**src/rtl/mem_stage.sv**
```systemverilog
// Memory stage: turns EX/MEM loads/stores into a single-outstanding bus request and registers the MEM/WB payload.
// Optional MEM_MISALIGN_CHECK_EN: misaligned half/word accesses bypass the bus and raise misalign for one cycle.
`ifndef BITWIDTH
`define BITWIDTH 32
`endif

module mem_stage (
    input  logic                 clk,
    input  logic                 rst,
    input  logic [`BITWIDTH-1:0] pcAddr,
    input  logic [4:0]           rdAddr,
    input  logic                 rwen,
    input  logic                 mwen,
    input  logic [1:0]           wbSel,
    input  logic [2:0]           lsWidth,
    input  logic [`BITWIDTH-1:0] result,
    input  logic                 pcSel,
    input  logic [`BITWIDTH-1:0] rs2Data,
    output logic                 busReq,
    output logic                 busWe,
    output logic [`BITWIDTH-1:0] busAddr,
    output logic [`BITWIDTH-1:0] busWdata,
    output logic [3:0]           busBe,
    input  logic [`BITWIDTH-1:0] busRdata,
    input  logic                 busAck,
    output logic                 stall,
    output logic [`BITWIDTH-1:0] pcAddrOut,
    output logic [4:0]           rdAddrOut,
    output logic                 rwenOut,
    output logic [1:0]           wbSelOut,
    output logic [`BITWIDTH-1:0] resultOut,
    output logic [`BITWIDTH-1:0] loadDataOut,
    output logic                 pcSelOut,
    output logic                 misalign
);

    typedef enum logic {IDLE, BUSY} state_t;

    state_t state, state_next;

    logic                 is_load;
    logic                 is_mem;
    logic                 mis_acc;
    logic                 access;
    logic [3:0]           be_calc;
    logic [`BITWIDTH-1:0] wdata_calc;
    logic [`BITWIDTH-1:0] shifted;
    logic [`BITWIDTH-1:0] load_ext;

    logic [`BITWIDTH-1:0] lat_pc;
    logic [4:0]           lat_rd;
    logic                 lat_rwen;
    logic [1:0]           lat_wbsel;
    logic [`BITWIDTH-1:0] lat_result;
    logic                 lat_pcsel;
    logic [2:0]           lat_width;
    logic                 lat_load;

    assign is_load = (wbSel == 2'b01);
    assign is_mem  = is_load | mwen;

`ifdef MEM_MISALIGN_CHECK_EN
    assign mis_acc = is_mem &&
                     (((lsWidth[1:0] == 2'b01) && result[0]) ||
                      (lsWidth[1] && (result[1:0] != 2'b00)));
`else
    assign mis_acc = 1'b0;
`endif

    assign access = is_mem & ~mis_acc;

    // Width code: low two bits give the size (00 byte, 01 half, else word); bit 2 selects zero-extension.
    always_comb begin
        be_calc    = 4'b1111;
        wdata_calc = rs2Data;
        case (lsWidth[1:0])
            2'b00: begin
                be_calc    = 4'b0001 << result[1:0];
                wdata_calc = {4{rs2Data[7:0]}};
            end
            2'b01: begin
                be_calc    = 4'b0011 << result[1:0];
                wdata_calc = {2{rs2Data[15:0]}};
            end
            default: ;
        endcase
    end

    always_comb begin
        shifted  = busRdata >> {lat_result[1:0], 3'b000};
        load_ext = busRdata;
        case (lat_width)
            3'b000:  load_ext = {{(`BITWIDTH-8){shifted[7]}}, shifted[7:0]};
            3'b001:  load_ext = {{(`BITWIDTH-16){shifted[15]}}, shifted[15:0]};
            3'b100:  load_ext = {{(`BITWIDTH-8){1'b0}}, shifted[7:0]};
            3'b101:  load_ext = {{(`BITWIDTH-16){1'b0}}, shifted[15:0]};
            default: ;
        endcase
    end

    always_comb begin
        state_next = state;
        stall      = 1'b0;
        case (state)
            IDLE: begin
                if (access) begin
                    stall      = 1'b1;
                    state_next = BUSY;
                end
            end
            BUSY: begin
                stall = 1'b1;
                if (busAck) state_next = IDLE;
            end
            default: state_next = IDLE;
        endcase
    end

    always_ff @(posedge clk or posedge rst) begin
        if (rst) state <= IDLE;
        else     state <= state_next;
    end

    always_ff @(posedge clk or posedge rst) begin
        if (rst) begin
            busReq      <= '0;
            busWe       <= '0;
            busAddr     <= '0;
            busWdata    <= '0;
            busBe       <= '0;
            pcAddrOut   <= '0;
            rdAddrOut   <= '0;
            rwenOut     <= '0;
            wbSelOut    <= '0;
            resultOut   <= '0;
            loadDataOut <= '0;
            pcSelOut    <= '0;
            misalign    <= '0;
            lat_pc      <= '0;
            lat_rd      <= '0;
            lat_rwen    <= '0;
            lat_wbsel   <= '0;
            lat_result  <= '0;
            lat_pcsel   <= '0;
            lat_width   <= '0;
            lat_load    <= '0;
        end else begin
            case (state)
                IDLE: begin
                    if (access) begin
                        lat_pc     <= pcAddr;
                        lat_rd     <= rdAddr;
                        lat_rwen   <= rwen;
                        lat_wbsel  <= wbSel;
                        lat_result <= result;
                        lat_pcsel  <= pcSel;
                        lat_width  <= lsWidth;
                        lat_load   <= is_load;
                        busReq     <= 1'b1;
                        busWe      <= mwen;
                        busAddr    <= {result[`BITWIDTH-1:2], 2'b00};
                        busBe      <= be_calc;
                        busWdata   <= wdata_calc;
                        rwenOut    <= 1'b0;
                        pcSelOut   <= 1'b0;
                        misalign   <= 1'b0;
                    end else begin
                        pcAddrOut   <= pcAddr;
                        rdAddrOut   <= rdAddr;
                        rwenOut     <= rwen & ~mis_acc;
                        wbSelOut    <= wbSel;
                        resultOut   <= result;
                        loadDataOut <= '0;
                        pcSelOut    <= pcSel;
                        misalign    <= mis_acc;
                    end
                end
                BUSY: begin
                    if (busAck) begin
                        busReq      <= 1'b0;
                        busWe       <= 1'b0;
                        busAddr     <= '0;
                        busBe       <= '0;
                        busWdata    <= '0;
                        pcAddrOut   <= lat_pc;
                        rdAddrOut   <= lat_rd;
                        rwenOut     <= lat_rwen;
                        wbSelOut    <= lat_wbsel;
                        resultOut   <= lat_result;
                        loadDataOut <= lat_load ? load_ext : '0;
                        pcSelOut    <= lat_pcsel;
                        misalign    <= 1'b0;
                    end else begin
                        rwenOut  <= 1'b0;
                        pcSelOut <= 1'b0;
                    end
                end
                default: ;
            endcase
        end
    end

endmodule

```
**config.mk**
```make
export PLATFORM = sky130hd
export DESIGN_NAME = mem_stage
export DESIGN_NICKNAME = d
export VERILOG_FILES = /design/src/rtl/mem_stage.sv
export SDC_FILE = /design/constraint.sdc
export NUM_CORES = 1
export LEC_CHECK = 0
export BUFFER_PORTS_ARGS = -buffer_cell sky130_fd_sc_hd__buf_2
export CAP_MARGIN = 20
export CELL_PAD_IN_SITES_DETAIL_PLACEMENT = 1
export CELL_PAD_IN_SITES_GLOBAL_PLACEMENT = 1
export CORE_ASPECT_RATIO = 1.1
export CORE_MARGIN = 2
export CORE_UTILIZATION = 40
export CTS_CLUSTER_DIAMETER = 30
export DETAILED_ROUTE_END_ITERATION = 8
export PLACE_DENSITY_LB_ADDON = 0.1
export SLEW_MARGIN = 20
export SYNTH_ARGS = -nofsm -noshare
export SYNTH_HDL_FRONTEND = slang
export SYNTH_SLANG_ARGS = --single-unit
```
**constraint.sdc**
```tcl
create_clock -name clk -period 10.8 [get_ports clk]
set_clock_uncertainty 0.05 [all_clocks]
set_input_delay 2.16 -clock clk [delete_from_list [all_inputs] [get_ports clk]]
set_output_delay 2.16 -clock clk [all_outputs]
set_load 0.05 [all_outputs]
```
Word-level counts from Yosys, hierarchy flattened:

Cells that the tools add are included.
W data, S select, Z words.

* multiply operators: 0
* equality and inequality tests: 8
* multiplexer cells: 43
* bitwise logic cells: 2
* shifts and indexed selects: 3
* div/mod/pow operators: 0
* add/subtract/negate cells: 0
* $lt $le $gt $ge: 0
* reduce and logical (&&, ||, !) cells: 5

Operators by type and width (number)
* $pmux W32 S2: 6
* $mux W32: 10
* $pmux W32 S4: 1
* $shr A32 B5 Y16: 1
* $pmux W4 S2: 2
* $pmux W1 S2: 7
* $mux W5: 2
* $pmux W5 S2: 1
* $mux W1: 9
* $mux W4: 2
* $eq A3 B3 Y1 const B: 2
* $ne A2 B2 Y1 const B: 3
* $reduce_and A2 Y1: 3
* $eq A2 B1 Y1 const B: 2
* $mux W2: 2
* $pmux W2 S2: 1
* $shl A1 B2 Y4 const A: 1
* $shl A2 B2 Y4 const A: 1
* $eq A3 B1 Y1 const B: 1
* $logic_not A3 Y1: 1
* $logic_not A2 Y1: 1
* $not A1 Y1: 1
* $or A1 B1 Y1: 1

* ROM bits: 0
* register bits after elaboration: 254
* latch bits: 0
* memories kept: 0
* memory bits (writable): 0
* bits of input ports: 144
* output and inout bits: 177
* logic and storage cells: 83

Logic depth before layout (Yosys ltp):

* word-level depth: 5
* mapped depth: 8
* gate-level depth less buffers: 4

Worst setup path before layout:

No wires, ideal clock.

* path type: in2out
* start point: input port mwen
* end point: output port stall
* path buffers: 2
* arrival: 3.255 ns
* stages on the path: 4
* data required time: 8.590 ns
* path slack: 5.335 ns
* cell sequence: clkbuf_1 > nor2_1 > buf_2 > nand2_1

* longest elaborated chain between the ends: 3

RTL lines
* from (decl): line 13 `input logic mwen,`
* $or A1 B1 Y1: line 60 `assign is_mem = is_load | mwen;`
* $mux W1: line 106 `if (access) begin`
* $pmux W1 S2: line 104 `case (state)`
* to (decl): line 26 `output logic stall,`

Every way passes these cells.

Final worst setup path:

* start point: input port wbSel[0]
* end point: output port stall

* longest elaborated chain between the ends: 4

RTL lines
* from (decl): line 14 `input logic [1:0] wbSel,`
* $eq A2 B1 Y1: line 59 `assign is_load = (wbSel == 2'b01);`
* $or A1 B1 Y1: line 60
* $mux W1: line 106
* $pmux W1 S2: line 104

Every way passes these cells.

==> summary by stage <==
Route
The first detailed-routing pass took 4 iterations. After detailed routing, the number of remaining DRC violations is 0. The detailed router's first-iteration violation count is 398. The number of vias in the routed layout is 8,763. Using the TritonRoute via totals, the vias-per-cell ratio works out to 5.17. Wires add up to 32,100 um. The remaining antenna violation count is 0. The final routed wire length divided by cell count is 18.9 um.

Clock tree
TritonCTS built the clock tree. The count of hold buffers inserted by post-cts repair is 0. After clock tree synthesis, the clock-pin slew on the worst setup and hold paths is 0.05 ns. The number of clock buffers inserted by TritonCTS is 54.

The number of gates resized after CTS is 0. Clock latency on the worst-skew pair, taken at its later pin, is 0.53 ns. The clock passes through at most 3 buffers. The clock drives 251 sinks. Once the clock tree was built, the setup fixing pass inserted 0 buffers. The cell at the root of the clock tree is clkbuf_16. CTS built an H-tree with a depth of 2.

Floorplan
In this run the core area contains 63 standard-cell rows. The die covers 29,000 sq um. The die boundary height is 178 um. 321 I/O pins were placed. From left edge to right edge, the die measures 162 um. The core region is 27,000 sq um. The effective utilization at floorplan is 40.8%.

Min path
The type of the most critical hold path is flop to flop.

STA
The final-report max-slew violation count is 0. The minimum clock period is 5.66 ns. The tightest hold path in the finished design has a slack of 0.418 ns.

For this run, the top clock speed supported by timing is 177 MHz. The hold violation count in the final report is 0. For the pin with the worst max-slew slack, the measured transition is 1.10 ns.

The aggregate negative setup slack is 0 ns. The remaining max-slew budget at the tightest pin is 26.8%. Setup violations remaining at the end of the flow were counted as 0. Setup repair after global routing left no endpoint under its margin.

The final period utilization is 52.4%.

Global routing
The first global-routing pass estimated 50,900 um of wire. The via count of the first global-routing pass is 9,377. The initial antenna violation count is 6. Across every metal layer, demand over resource in global routing totals 22.0%. The maximum number of pins on one net before global-route repair is 116.

After global routing the overflow that remains totals 0.

Yosys
The number of flops mapped to enable cells by yosys is 0. Synthesis produced 977 cells. In this run, synthesis produced a sequential element count of 251. The count of synthesis-stage warnings from yosys is 0. Counting flops with an async set or reset pin after synthesis yields a share of 100%. The number of distinct library cell variants in the gate-level netlist after synthesis is 35. The total standard cell area after synthesis is 11,000 sq um. The post-synthesis average cell area is 11.3 sq um. The fraction of the yosys area taken by sequential cells is 56.9%.

Among all flip-flop cells after synthesis, the most frequent one is dfrtp_1.

Pwr
The worst-case IR drop observed on VDD is 0.164 mV. The power density of the placed cells is 288 nW/um^2. For this design the static power due to leakage is 7.39 nW.

Critical path
At the worst endpoint, the required time is 8.59 ns. Data arrives at the worst endpoint at 3.45 ns. The maximum net fanout on the critical path is 33. The startpoint type of the worst setup path is a primary input.

The critical path capture point type is a primary output. The kind of critical path is primary input to primary output.

Placed design
The final weighted congestion of routability-driven global placement is 0.768. The placed wire-length estimate is 20,600 um. The number of placed instances, taps included, is 1,590.

The placement-stage cell area is 12,900 sq um. Buffers placed on the I/O ports in this run total 317.

Final layout
Counting the fill cells in the layout gives 2,964. The fraction of layout cells with a size suffix above 1 is 38.9%. After the last flow step, the layout net total stands at 1,433. The post-synthesis to final-layout area growth is 34.5%.

The post-route standard cell area excluding fillers is 14,900 sq um. Leaving out filler cells and counting taps, the final layout contains 1,694. Cells fill 54.9% of the core in the end.

Flow run
The number of max-cap violations is 0.

Outcome
The run finished with clean final reports.
==> cell usage after synthesis, drive strengths merged (2+ instances only) <==
cell type,instances,share of area [%]
dfrtp,251,57
inv,16,0.54
a311oi,6,0.48
buf,29,1.4
mux2,83,8.5
o31ai,8,0.54
o21ai,163,7.4
o22ai,6,0.34
nor2b,4,0.23
a221o,16,1.6
clkbuf,45,1.5
o2bb2ai,7,0.56
a22o,14,1.1
a21oi,11,0.50
nor2,23,0.78
mux2i,123,11
nand3,3,0.14
nand2b,3,0.17
nand2,154,5.2
nor3,2,0.091
==> per-layer routing <==
layer  wire [um]  global-route usage [%]  up-vias  share of wire [%]
met2       15400                    35.8      254                 48
met5          41                       0        -               0.13
met1       13200                    27.8     4352                 41
li1            -                       -     4086                  -
met3        2470                    7.14       65                7.7
met4         950                    7.60        6                3.0
==> stage by stage <==
| stage | setup slack [ns] | total power [mW] |
|---|---|---|
| 2_1_floorplan | 1.69 | 2.21 |
| 3_3_place_gp | 5.20 | 2.52 |
| 3_5_place_dp | 5.16 | 2.55 |
| 4_1_cts | 5.13 | 4.34 |
| 5_1_grt | 5.05 | 4.48 |
| 6_report | 5.14 | 4.28 |
==> kinds of logic (layout without fill, tap and decap cells) <==
family | Yosys count | in the layout | share of synthesized area [%]
and+or+nand+nor | 193 | 193 | 7.03
buffers and inverters | 91 | 445 | 3.52
muxes | 207 | 207 | 19.8
AOI/OAI and AO/OA | 234 | 234 | 12.7
other | 1 | 7 | 0.0340
DFF | 251 | 251 | 56.9
==> path summary, 6_finish.rpt <==
kind,from,endpoint,slack (ns),depth (start not counted)
max,wbSel[0],stall,5.14,6
min,pcAddrOut[10],pcAddrOut[10],0.42,2
max reg2reg,state,busWdata[15],7.83,4
min reg2reg,pcAddrOut[10],pcAddrOut[10],0.42,2
max in group asynchronous,rst,lat_pc[29],6.92,4
min in group asynchronous,rst,busAddr[27],1.71,2
==> layout by cell type, fill, tap and decap left out, types with 4 or more instances in the layout <==
cell type,count
buf_2,317
dfrtp_1,250
o21ai_0,162
nand2_1,154
mux2i_1,123
mux2_2,83
clkbuf_16,57
nor2_1,22
inv_1,15
a22o_1,14
clkbuf_1,12
a21oi_1,10
a221o_2,10
bufinv_16,9
buf_4,9
o31ai_1,8
clkbuf_8,8
o2bb2ai_1,7
o22ai_1,6
a311oi_1,6
a221o_1,6
clkinvlp_4,6
diode_2,4
==> state kept, by name (all words and copies together), names as in the netlist, 3 cells and up <==
| register | cells |
|---|---|
| loadDataOut | 32 |
| lat_result | 32 |
| busBe | 4 |
| lat_width | 3 |
| rdAddrOut | 5 |
| resultOut | 32 |
| lat_rd | 5 |
| pcAddrOut | 32 |
| lat_pc | 32 |
| busAddr | 30 |
| busWdata | 32 |
==> critical path, cell delays in order <==
cell and delay (ns):
buf_2 0.13, nor2b_1 0.18, nor2_4 0.09, buf_4 0.50, nand2_1 0.13, buf_2 0.24
==> layout make-up <==
type	instances	area [sq um]	share of cell area (%)
multi-input cells	637	4400	29.6
diodes	4	10.0	0.0674
clock inverters	23	378	2.54
repair buffers	328	1680	11.3
well taps	357	447	3.01
clock buffers	77	1580	10.6
flip-flops and latches	251	6280	42.3
inverters	17	71.3	0.480
==> where the power goes <==
group          internal (mW)  total [mW]  switching [mW]
Clock                   1.23        1.75           0.521
Sequential              1.17        1.31           0.143
Combinational          0.329        1.22           0.892
Total                   2.72        4.28            1.56
(Power assumes the default switching activity.)
